<file path="config.mk">
export PLATFORM = sky130hd
export DESIGN_NAME = ahb_gpio_timer
export DESIGN_NICKNAME = d
export VERILOG_FILES = /design/src/rtl/ahb_gpio_timer.sv
export SDC_FILE = /design/constraint.sdc
export NUM_CORES = 1
export LEC_CHECK = 0
export ABC_AREA = 1
export BUFFER_PORTS_ARGS = -buffer_cell sky130_fd_sc_hd__buf_2
export CORE_ASPECT_RATIO = 0.6
export CORE_MARGIN = 3
export CORE_UTILIZATION = 45
export DETAILED_ROUTE_END_ITERATION = 7
export GPL_ROUTABILITY_DRIVEN = 0
export MAX_ROUTING_LAYER = met4
export PLACE_DENSITY_LB_ADDON = 0.1
export SYNTH_ARGS = -nofsm -noshare
export SYNTH_HDL_FRONTEND = slang
export SYNTH_SLANG_ARGS = --single-unit
</file>
<file path="constraint.sdc">
create_clock -name HCLK -period 1.75 [get_ports HCLK]
set_input_delay 0.0875 -clock HCLK [delete_from_list [all_inputs] [get_ports HCLK]]
set_output_delay 0.0875 -clock HCLK [all_outputs]
set_load 0.03 [all_outputs]
</file>
<file path="src/rtl/ahb_gpio_timer.sv">
// AHB-Lite slave: LED output register, synchronised switch input,
// and a free-running 32-bit timer with compare-match interrupt.
`timescale 1ns/1ps
module ahb_gpio_timer #(
  parameter int          LED_WIDTH = 16,
  parameter int          SW_WIDTH  = 16,
  parameter logic [31:0] LED_RESET = 32'h0
) (
  input  logic                 HCLK,
  input  logic                 HRESETn,
  input  logic                 hsel,
  input  logic [31:0]          haddr,
  input  logic [1:0]           htrans,
  input  logic                 hwrite,
  input  logic [2:0]           hsize,
  input  logic [2:0]           hburst,
  input  logic [3:0]           hprot,
  input  logic                 hmastlock,
  input  logic [31:0]          hwdata,
  output logic [31:0]          hrdata,
  output logic                 hready,
  output logic                 hresp,
  input  logic [SW_WIDTH-1:0]  sw,
  output logic [LED_WIDTH-1:0] led,
  output logic                 irq
);

  typedef enum logic [1:0] {
    S_IDLE,
    S_DATA,
    S_ERR1,
    S_ERR2
  } state_t;

  state_t              state;
  logic [2:0]          d_reg;
  logic [1:0]          d_lo;
  logic [1:0]          d_size;
  logic                d_write;
  logic [SW_WIDTH-1:0] sw_s1;
  logic [SW_WIDTH-1:0] sw_s2;
  logic [31:0]         tcnt;
  logic [31:0]         tcmp;
  logic [1:0]          ctrl;
  logic                match;

  logic        accept;
  logic        misalign;
  logic        bad;
  logic        wr;
  logic        w1c;
  logic [3:0]  be;
  logic [31:0] mask;
  logic [31:0] wm;
  logic [31:0] keep;
  logic        unused_sink;

  assign unused_sink = ^{hburst, hprot, hmastlock, haddr[31:12]};

  assign accept   = hsel & htrans[1] & hready;
  assign misalign = (hsize == 3'd1 & haddr[0])
                  | (hsize == 3'd2 & |haddr[1:0]);
  assign bad      = (hsize > 3'd2) | misalign
                  | (haddr[11:0] >= 12'h020);

  assign wr  = (state == S_DATA) & d_write;
  assign wm  = hwdata & mask;
  assign keep = ~mask;
  assign w1c = wr & (d_reg == 3'd7) & wm[0];

  // little-endian byte lanes of the pending data phase
  always_comb begin
    be = 4'b0000;
    unique case (d_size)
      2'd0:    be = 4'b0001 << d_lo;
      2'd1:    be = d_lo[1] ? 4'b1100 : 4'b0011;
      default: be = 4'b1111;
    endcase
    mask = {{8{be[3]}}, {8{be[2]}}, {8{be[1]}}, {8{be[0]}}};
  end

  always_comb begin
    hrdata = '0;
    if (state == S_DATA && !d_write) begin
      unique case (d_reg)
        3'd0:    hrdata = 32'(led);
        3'd3:    hrdata = 32'(sw_s2);
        3'd4:    hrdata = tcnt;
        3'd5:    hrdata = {30'd0, ctrl};
        3'd6:    hrdata = tcmp;
        3'd7:    hrdata = {31'd0, match};
        default: hrdata = '0;
      endcase
    end
  end

  always_ff @(posedge HCLK) begin
    if (!HRESETn) begin
      state   <= S_IDLE;
      hready  <= 1'b1;
      hresp   <= 1'b0;
      d_reg   <= '0;
      d_lo    <= '0;
      d_size  <= '0;
      d_write <= 1'b0;
      sw_s1   <= '0;
      sw_s2   <= '0;
      led     <= LED_RESET[LED_WIDTH-1:0];
      tcnt    <= '0;
      tcmp    <= '1;
      ctrl    <= '0;
      match   <= 1'b0;
      irq     <= 1'b0;
    end else begin
      sw_s1 <= sw;
      sw_s2 <= sw_s1;

      unique case (state)
        S_ERR1: begin
          state  <= S_ERR2;
          hready <= 1'b1;
          hresp  <= 1'b1;
        end
        default: begin
          state  <= S_IDLE;
          hready <= 1'b1;
          hresp  <= 1'b0;
          if (accept && bad) begin
            state  <= S_ERR1;
            hready <= 1'b0;
            hresp  <= 1'b1;
          end else if (accept) begin
            state   <= S_DATA;
            d_reg   <= haddr[4:2];
            d_lo    <= haddr[1:0];
            d_size  <= hsize[1:0];
            d_write <= hwrite;
          end
        end
      endcase

      if (ctrl[0])
        tcnt <= tcnt + 32'd1;

      // a bus write to TCNT overrides the increment above
      if (wr) begin
        unique case (d_reg)
          3'd0: led <= (led & keep[LED_WIDTH-1:0])
                     | wm[LED_WIDTH-1:0];
          3'd1: led <= led | wm[LED_WIDTH-1:0];
          3'd2: led <= led & ~wm[LED_WIDTH-1:0];
          3'd4: tcnt <= (tcnt & keep) | wm;
          3'd5: ctrl <= (ctrl & keep[1:0]) | wm[1:0];
          3'd6: tcmp <= (tcmp & keep) | wm;
          default: ;
        endcase
      end

      match <= (ctrl[0] && tcnt == tcmp) | (match & ~w1c);
      irq   <= match & ctrl[1];
    end
  end

endmodule

</file>
==> metrics, run 1 <==
Lkg Pwr ~4.6 nW; # rows 34; CTS Buf Count 17; final instance area a little over 0.01 mm2; crit-path leading delay family buffers and inverters; CP bufs+invs 5; Final Max Slew Viols 0; Worst slew margin 65.8%; Syn Nets 1197; Slew @ Worst Pin roughly 0.5 ns; sequential cell area fraction in the yosys report 36.3%; Final min period between 1.5 and 2 ns; post-synthesis cell area ~0.007 mm2; Critical Path RT between 1.5 and 2 ns; Reg2Reg Launch Point d_reg[1]; Setup WS post-layout -0.222 ns; Detail Route Antenna Nets 0; CP peak stage delay around 0.33 ns; hold path depth 3; post-synthesis average cell area ~6.4 um2; Layout area overhead 47.2%; gr usage total approximately 30%; full die area approximately 0.017 mm2; hpwl dp roughly 17 mm; slowest stage cell, crit path dfxtp_2; peak supply drop roughly 0.00052 V; Worst R2R Setup Slack -0.09 ns; worst hold path startpoint hwdata[7]; GRT overflow 0; routed length per instance 17.1 um; Nets ~1400; largest net degree at the start of global routing 42; antenna cells 0; Placeable Area roughly 0.015 mm2; Clock H-tree levels 4; clk slew on worst S/H paths ~0.060 ns; Max Cap Violations 0; total routed wirelength roughly 26 mm; failing checks negative setup slack; final worst path period share 113%; Worst-Skew Late Latency roughly 0.43 ns; setup_tns -5.87 ns; drt first pass iters 6; io pins around 150; root buf cell clkbuf_16; Synth Instances 1099; Sink Count approximately 130; initial antenna violation count 0; DR vias/cell between 5 and 6; reg2reg path depth 12; FF+latch count, synth about 130; DIE HEIGHT just over 100 um; ys flop type dfxtp_1; Die Wd 167 um; RSZ-0062 raised after global routing true; Post-Layout Cell Count roughly 1500; startpoint types flip-flop; initial DRC count around 900; I/O Buffers between 100 and 150; number of synthesized flops with an enable pin 0; ys async rst share 0%; Layout fillers ~1200; # DRC 0; crit path cell chain buf_6 -> nor2_8 -> nand2_4 -> inv_8 -> buf_12 -> clkbuf_16 -> nand2_1 -> a21oi_1 -> buf_4; dpl ws slightly below 0.05 ns; peak fanout along the critical path 6; WS Path Type flip-flop to output pin; critical path startpoint d_reg[1]; share of cells above drive strength 1 ~27%; max frequency between 0.5 and 0.6 GHz; Placed Area approximately 0.0082 mm2; first-pass GRT wire length between 30 and 40 mm; endpoint class of the critical path output pin; Final Util between 60% and 70%; Final Hold Viols 0; Pwr per Cell Area 652 mW/mm2; synth warn 0; Initial Util 47.2%; Yosys cell types 34; Hold Crit Class input pin to flip-flop; worst endpoint data arrival time around 1.9 ns; CTS tree done; setup violators final between 40 and 50; vias around 8300; vias in the first global route between 7000 and 8000; outcome finished, violations left; Final Skew roughly 0.018 ns; dpl cells roughly 1400; clock buffer depth 2
==> through the flow <==
| stage | total power [mW] | hold slack (ns) |
|---|---|---|
| 2_1_floorplan | 3.12 | 0.185 |
| 3_3_place_gp | 3.25 | 0.266 |
| 3_5_place_dp | 3.25 | 0.273 |
| 4_1_cts | 6.76 | 0.00690 |
| 5_1_grt | 6.93 | 0.0244 |
| 6_report | 6.72 | 0.0170 |
==> area by class of cell <==
type | instances | area (um2) | area share [%]
clock buffer | 17 | 425 | 4.13
tap | 198 | 248 | 2.40
timing repair buffer | 271 | 2290 | 22.2
clock inverter | 15 | 136 | 1.32
inverter | 157 | 609 | 5.91
multi-input combinational | 756 | 4040 | 39.2
sequential | 127 | 2560 | 24.8
==> logic make-up after synthesis <==
group                      Yosys count  synth area share (%)
AOI/OAI and AO/OA                  212                  17.3
xor gates and xnor gates            18                  2.25
adders and majority gates            1                 0.179
DFF                                127                  36.3
and+or+nand+nor                    525                  31.9
buffers and inverters              216                  12.1
==> timing repair <==
item	4_1_cts	5_1_grt
resized for setup	92	118
endpoints found under the hold margin	60	0
buffers inserted	7	11
cloned	2	5
hold buffers	55	0
setup endpoints to repair	32	109
pin swaps	3	24
==> Yosys cell counts (3+ instances only) <==
cell type / number / area share (%)
nand2_1: 304 / 16
inv_1: 149 / 8.0
dfxtp_1: 127 / 36
nor2_1: 99 / 5.3
a21oi_1: 79 / 5.6
nand3_1: 77 / 5.5
o21ai_0: 72 / 5.1
clkbuf_1: 37 / 2.0
o211ai_1: 27 / 2.9
nand4_1: 18 / 1.6
buf_2: 15 / 1.1
a221oi_1: 14 / 1.8
xnor2_1: 13 / 1.6
a31oi_1: 8 / 0.71
inv_2: 8 / 0.43
nor3_1: 8 / 0.57
o22ai_1: 8 / 0.71
or2_2: 6 / 0.54
xor2_1: 5 / 0.63
nor2_2: 4 / 0.36
nor2_8: 3 / 0.86
==> cell usage in the layout (no fill, tap or decap), types with 21 or more instances in the layout <==
cell type,count
dfxtp_1,114
dlygate4sd3_1,55
clkbuf_16,21
o21ai_0,42
nand3_1,71
buf_4,92
o211ai_1,27
a21oi_1,64
nor2_1,89
nand2_1,291
o21ai_1,21
buf_2,86
inv_1,143
==> worst min-delay path, stage by stage <==
cell      delay, ns
buf_2          0.09
inv_1          0.08
o211ai_1       0.12
==> metal layers <==
| layer | vias to the layer above | part of all wire, % | track usage (%) |
|---|---|---|---|
| met5 | - | 0 | - |
| li1 | 4005 | - | - |
| met4 | 0 | 1.4 | 4.94 |
| met1 | 3764 | 46 | 42.9 |
| met2 | 460 | 40 | 43.7 |
| met3 | 42 | 13 | 7.62 |
==> power by group <==
group	switching, mW	internal (mW)	leakage [nW]
clock network	1.55	1.88	0.272
registers	0.0105	2.93	1.04
logic	0.179	0.175	3.34
==> how the worst max path moves through the flow <==
stage | end | slack (ns) | cells after the start
2_1_floorplan | hrdata[11] | 0.01 | 7
3_3_place_gp | flip-flop | 0.06 | 8
3_5_place_dp | hrdata[2] | 0.05 | 8
4_1_cts | hrdata[21] | -0.18 | 9
5_1_grt | hrdata[20] | -0.27 | 9
6_report | hrdata[20] | -0.22 | 9
No activity file was read; power rests on OpenSTA's default activity.
==> run 2: changes to the inputs <==
--- a/config.mk
+++ b/config.mk
@@ -10,10 +10,12 @@
 export CORE_ASPECT_RATIO = 0.6
 export CORE_MARGIN = 3
 export CORE_UTILIZATION = 45
+export CTS_CLUSTER_DIAMETER = 80
 export DETAILED_ROUTE_END_ITERATION = 7
 export GPL_ROUTABILITY_DRIVEN = 0
 export MAX_ROUTING_LAYER = met4
 export PLACE_DENSITY_LB_ADDON = 0.1
+export SETUP_SLACK_MARGIN = 0.05
 export SYNTH_ARGS = -nofsm -noshare
 export SYNTH_HDL_FRONTEND = slang
 export SYNTH_SLANG_ARGS = --single-unit
==> run 2 against run 1 <==
Against the previous run:
- the run still ends with negative setup slack left
- setup slack worse by 0.0055 ns
- maximum frequency decreased by 0.28%
- clock power is 2% higher
- register-to-register slack lost 0.04 ns
- largest cell class unchanged
==> metrics, run 2 (synthesized netlist as in run 1, its figures left out) <==
Reg2Reg Launch Point d_reg[0] (was d_reg[1]); Detail Route Antenna Nets 0 (unchanged); share of cells above drive strength 1 34.7% (was 27.5%); io pins 148 (unchanged); max frequency 0.506 GHz (was 0.507 GHz); Clock H-tree levels 4 (unchanged); vias in the first global route 7423 (was 7450); Final Hold Viols 0 (unchanged); root buf cell clkbuf_16 (unchanged); Placed Area 0.00815 mm2 (was 0.00822 mm2); DR vias/cell 5.50 (was 5.37); setup violators final 76 (was 46); full die area 0.0171 mm2 (unchanged); Initial Util 47.2% (unchanged); crit path cell chain inv_4 -> nand2_4 -> nor2_4 -> buf_8 -> clkbuf_16 -> nand2_1 -> a21oi_1 -> buf_4 (was buf_6 -> nor2_8 -> nand2_4 -> inv_8 -> buf_12 -> clkbuf_16 -> nand2_1 -> a21oi_1 -> buf_4); outcome finished, violations left (unchanged); CTS Buf Count 17 (unchanged); Placeable Area 0.0148 mm2 (unchanged); clk slew on worst S/H paths 0.06 ns (about the same); Layout area overhead 57.3% (was 47.2%); crit-path leading delay family buffers and inverters (unchanged); RSZ-0062 raised after global routing true (unchanged); final instance area 0.0110 mm2 (was 0.0103 mm2); # rows 34 (unchanged); clock buffer depth 2 (unchanged); WS Path Type flip-flop to output pin (unchanged); Die Wd 167 um (unchanged); vias 8556 (was 8271); DIE HEIGHT 103 um (unchanged); Post-Layout Cell Count 1555 (was 1541); Worst-Skew Late Latency 0.43 ns (about the same); dpl ws -0.0273 ns (was 0.0497 ns); Setup WS post-layout -0.228 ns (was -0.222 ns); Final Max Slew Viols 0 (unchanged); I/O Buffers 118 (unchanged); peak fanout along the critical path 6 (unchanged); CP peak stage delay 0.38 ns (was 0.33 ns); total routed wirelength 28.3 mm (was 26.4 mm); worst hold path startpoint hwdata[9] (was hwdata[7]); Lkg Pwr 4.83 nW (was 4.65 nW); hpwl dp 17.3 mm (was 17.4 mm); final worst path period share 113% (about the same); most frequent cells in the layout nand2_1 (247), inv_1 (139), dfxtp_1 (115), buf_2 (87), nor2_1 (81) (was nand2_1 (291), inv_1 (143), dfxtp_1 (114), buf_4 (92), nor2_1 (89)); hold path depth 3 (unchanged); first-pass GRT wire length 39.8 mm (was 39.3 mm); failing checks negative setup slack (unchanged); CTS tree done (unchanged); largest net degree at the start of global routing 49 (was 42); Nets 1442 (was 1428); Layout fillers 1145 (was 1231); reg2reg path depth 12 (unchanged); antenna cells 0 (unchanged); initial antenna violation count 0 (unchanged); Hold Crit Class input pin to flip-flop (unchanged); Final Skew 0.0129 ns (was 0.0185 ns); gr usage total 30.4% (was 30.1%); Max Cap Violations 0 (unchanged); worst endpoint data arrival time 1.89 ns (was 1.88 ns); dpl cells 1422 (was 1429); startpoint types flip-flop (unchanged); Pwr per Cell Area 615 mW/mm2 (was 652 mW/mm2); Slew @ Worst Pin 0.513 ns (about the same); endpoint class of the critical path output pin (unchanged); Sink Count 127 (unchanged); GRT overflow 0 (unchanged); routed length per instance 18.2 um (was 17.1 um); slowest stage cell, crit path dfxtp_4 (was dfxtp_2); Worst R2R Setup Slack -0.13 ns (was -0.09 ns); # DRC 0 (unchanged); Final min period 1.98 ns (was 1.97 ns); commonest non-fill, non-tap cell in the layout nand2_1 (unchanged); initial DRC count 1048 (was 887); CP bufs+invs 4 (was 5); Worst slew margin 65.8% (about the same); peak supply drop 0.000552 V (was 0.000522 V); drt first pass iters 5 (was 6); Critical Path RT 1.66 ns (about the same)
[run 2: cell types whose count changed in the layout (fill, tap and decap cells not counted), moves of 8 or more]
cell / change
nand3_1: -16
nand3_2: +13
nor2_2: +8
nand2_2: +37
buf_8: +10
buf_6: +23
nor2_1: -8
buf_4: -19
o21ai_2: +8
nand2_1: -44
[run 2: routing by layer]
layer  GRT usage (%)  share of wire (%)  vias to the layer above
li1                -                  -                     4044
met1            44.7                 45                     3961
met2            42.7                 42                      507
met3            6.44                 12                       44
met5               -                  0                        -
met4            6.78                1.2                        0
[run 2: timing repair]
action	CTS	global route
gates cloned	4	10
hold buffers	51	0
buffers inserted	10	27
endpoints found under the hold margin	56	0
pin swaps	22	74
resized for setup	112	269
setup endpoints to repair	48	113
[run 2: per-stage QoR]
stage	util [%]	hold WS (ns)	setup TNS (ns)	power, mW
2_1_floorplan	-	0.185	0	3.12
3_3_place_gp	54.9	0.268	-0.0230	3.25
3_5_place_dp	54.9	0.272	-0.0688	3.25
4_1_cts	65.9	0.00372	-4.40	6.78
5_1_grt	74.2	0.0434	-11.15	6.96
6_report	74.2	0.0226	-7.87	6.77
[run 2: layout make-up]
| type | instances | area [um2] | share of cell area (%) |
|---|---|---|---|
| Sequential cell | 127 | 2570 | 23.3 |
| Tap cell | 198 | 248 | 2.25 |
| Timing Repair Buffer | 283 | 2560 | 23.2 |
| Clock buffer | 17 | 425 | 3.86 |
| Timing Repair inverter | 2 | 16.3 | 0.148 |
| Multi-Input combinational cell | 756 | 4410 | 40.1 |
| Clock inverter | 15 | 146 | 1.33 |
| Inverter | 157 | 643 | 5.84 |
[run 2: tightest hold or removal path, delay by kind of cell]
| kind | cells | cell delay [ns] |
|---|---|---|
| buffers and inverters | 2 | 0.13 |
| AOI/OAI and AO/OA | 1 | 0.17 |
[run 2: worst max path at each step]
stage                  start  slack, ns  depth (start not counted)    endpoint
finish              d_reg[0]      -0.23                          8  hrdata[28]
global route        d_reg[0]      -0.27                          8  hrdata[22]
global placement    d_reg[0]      -0.02                          7   hrdata[2]
detailed placement  d_reg[0]      -0.03                          7   hrdata[2]
CTS                 d_reg[0]      -0.21                          8   hrdata[2]
floorplan           d_reg[0]       0.08                          7  hrdata[16]
[run 2: power by group]
group	internal [mW]	leakage (nW)	switching, mW
Clock	1.89	0.275	1.60
Sequential	2.92	1.04	0.0113
Combinational	0.170	3.52	0.187
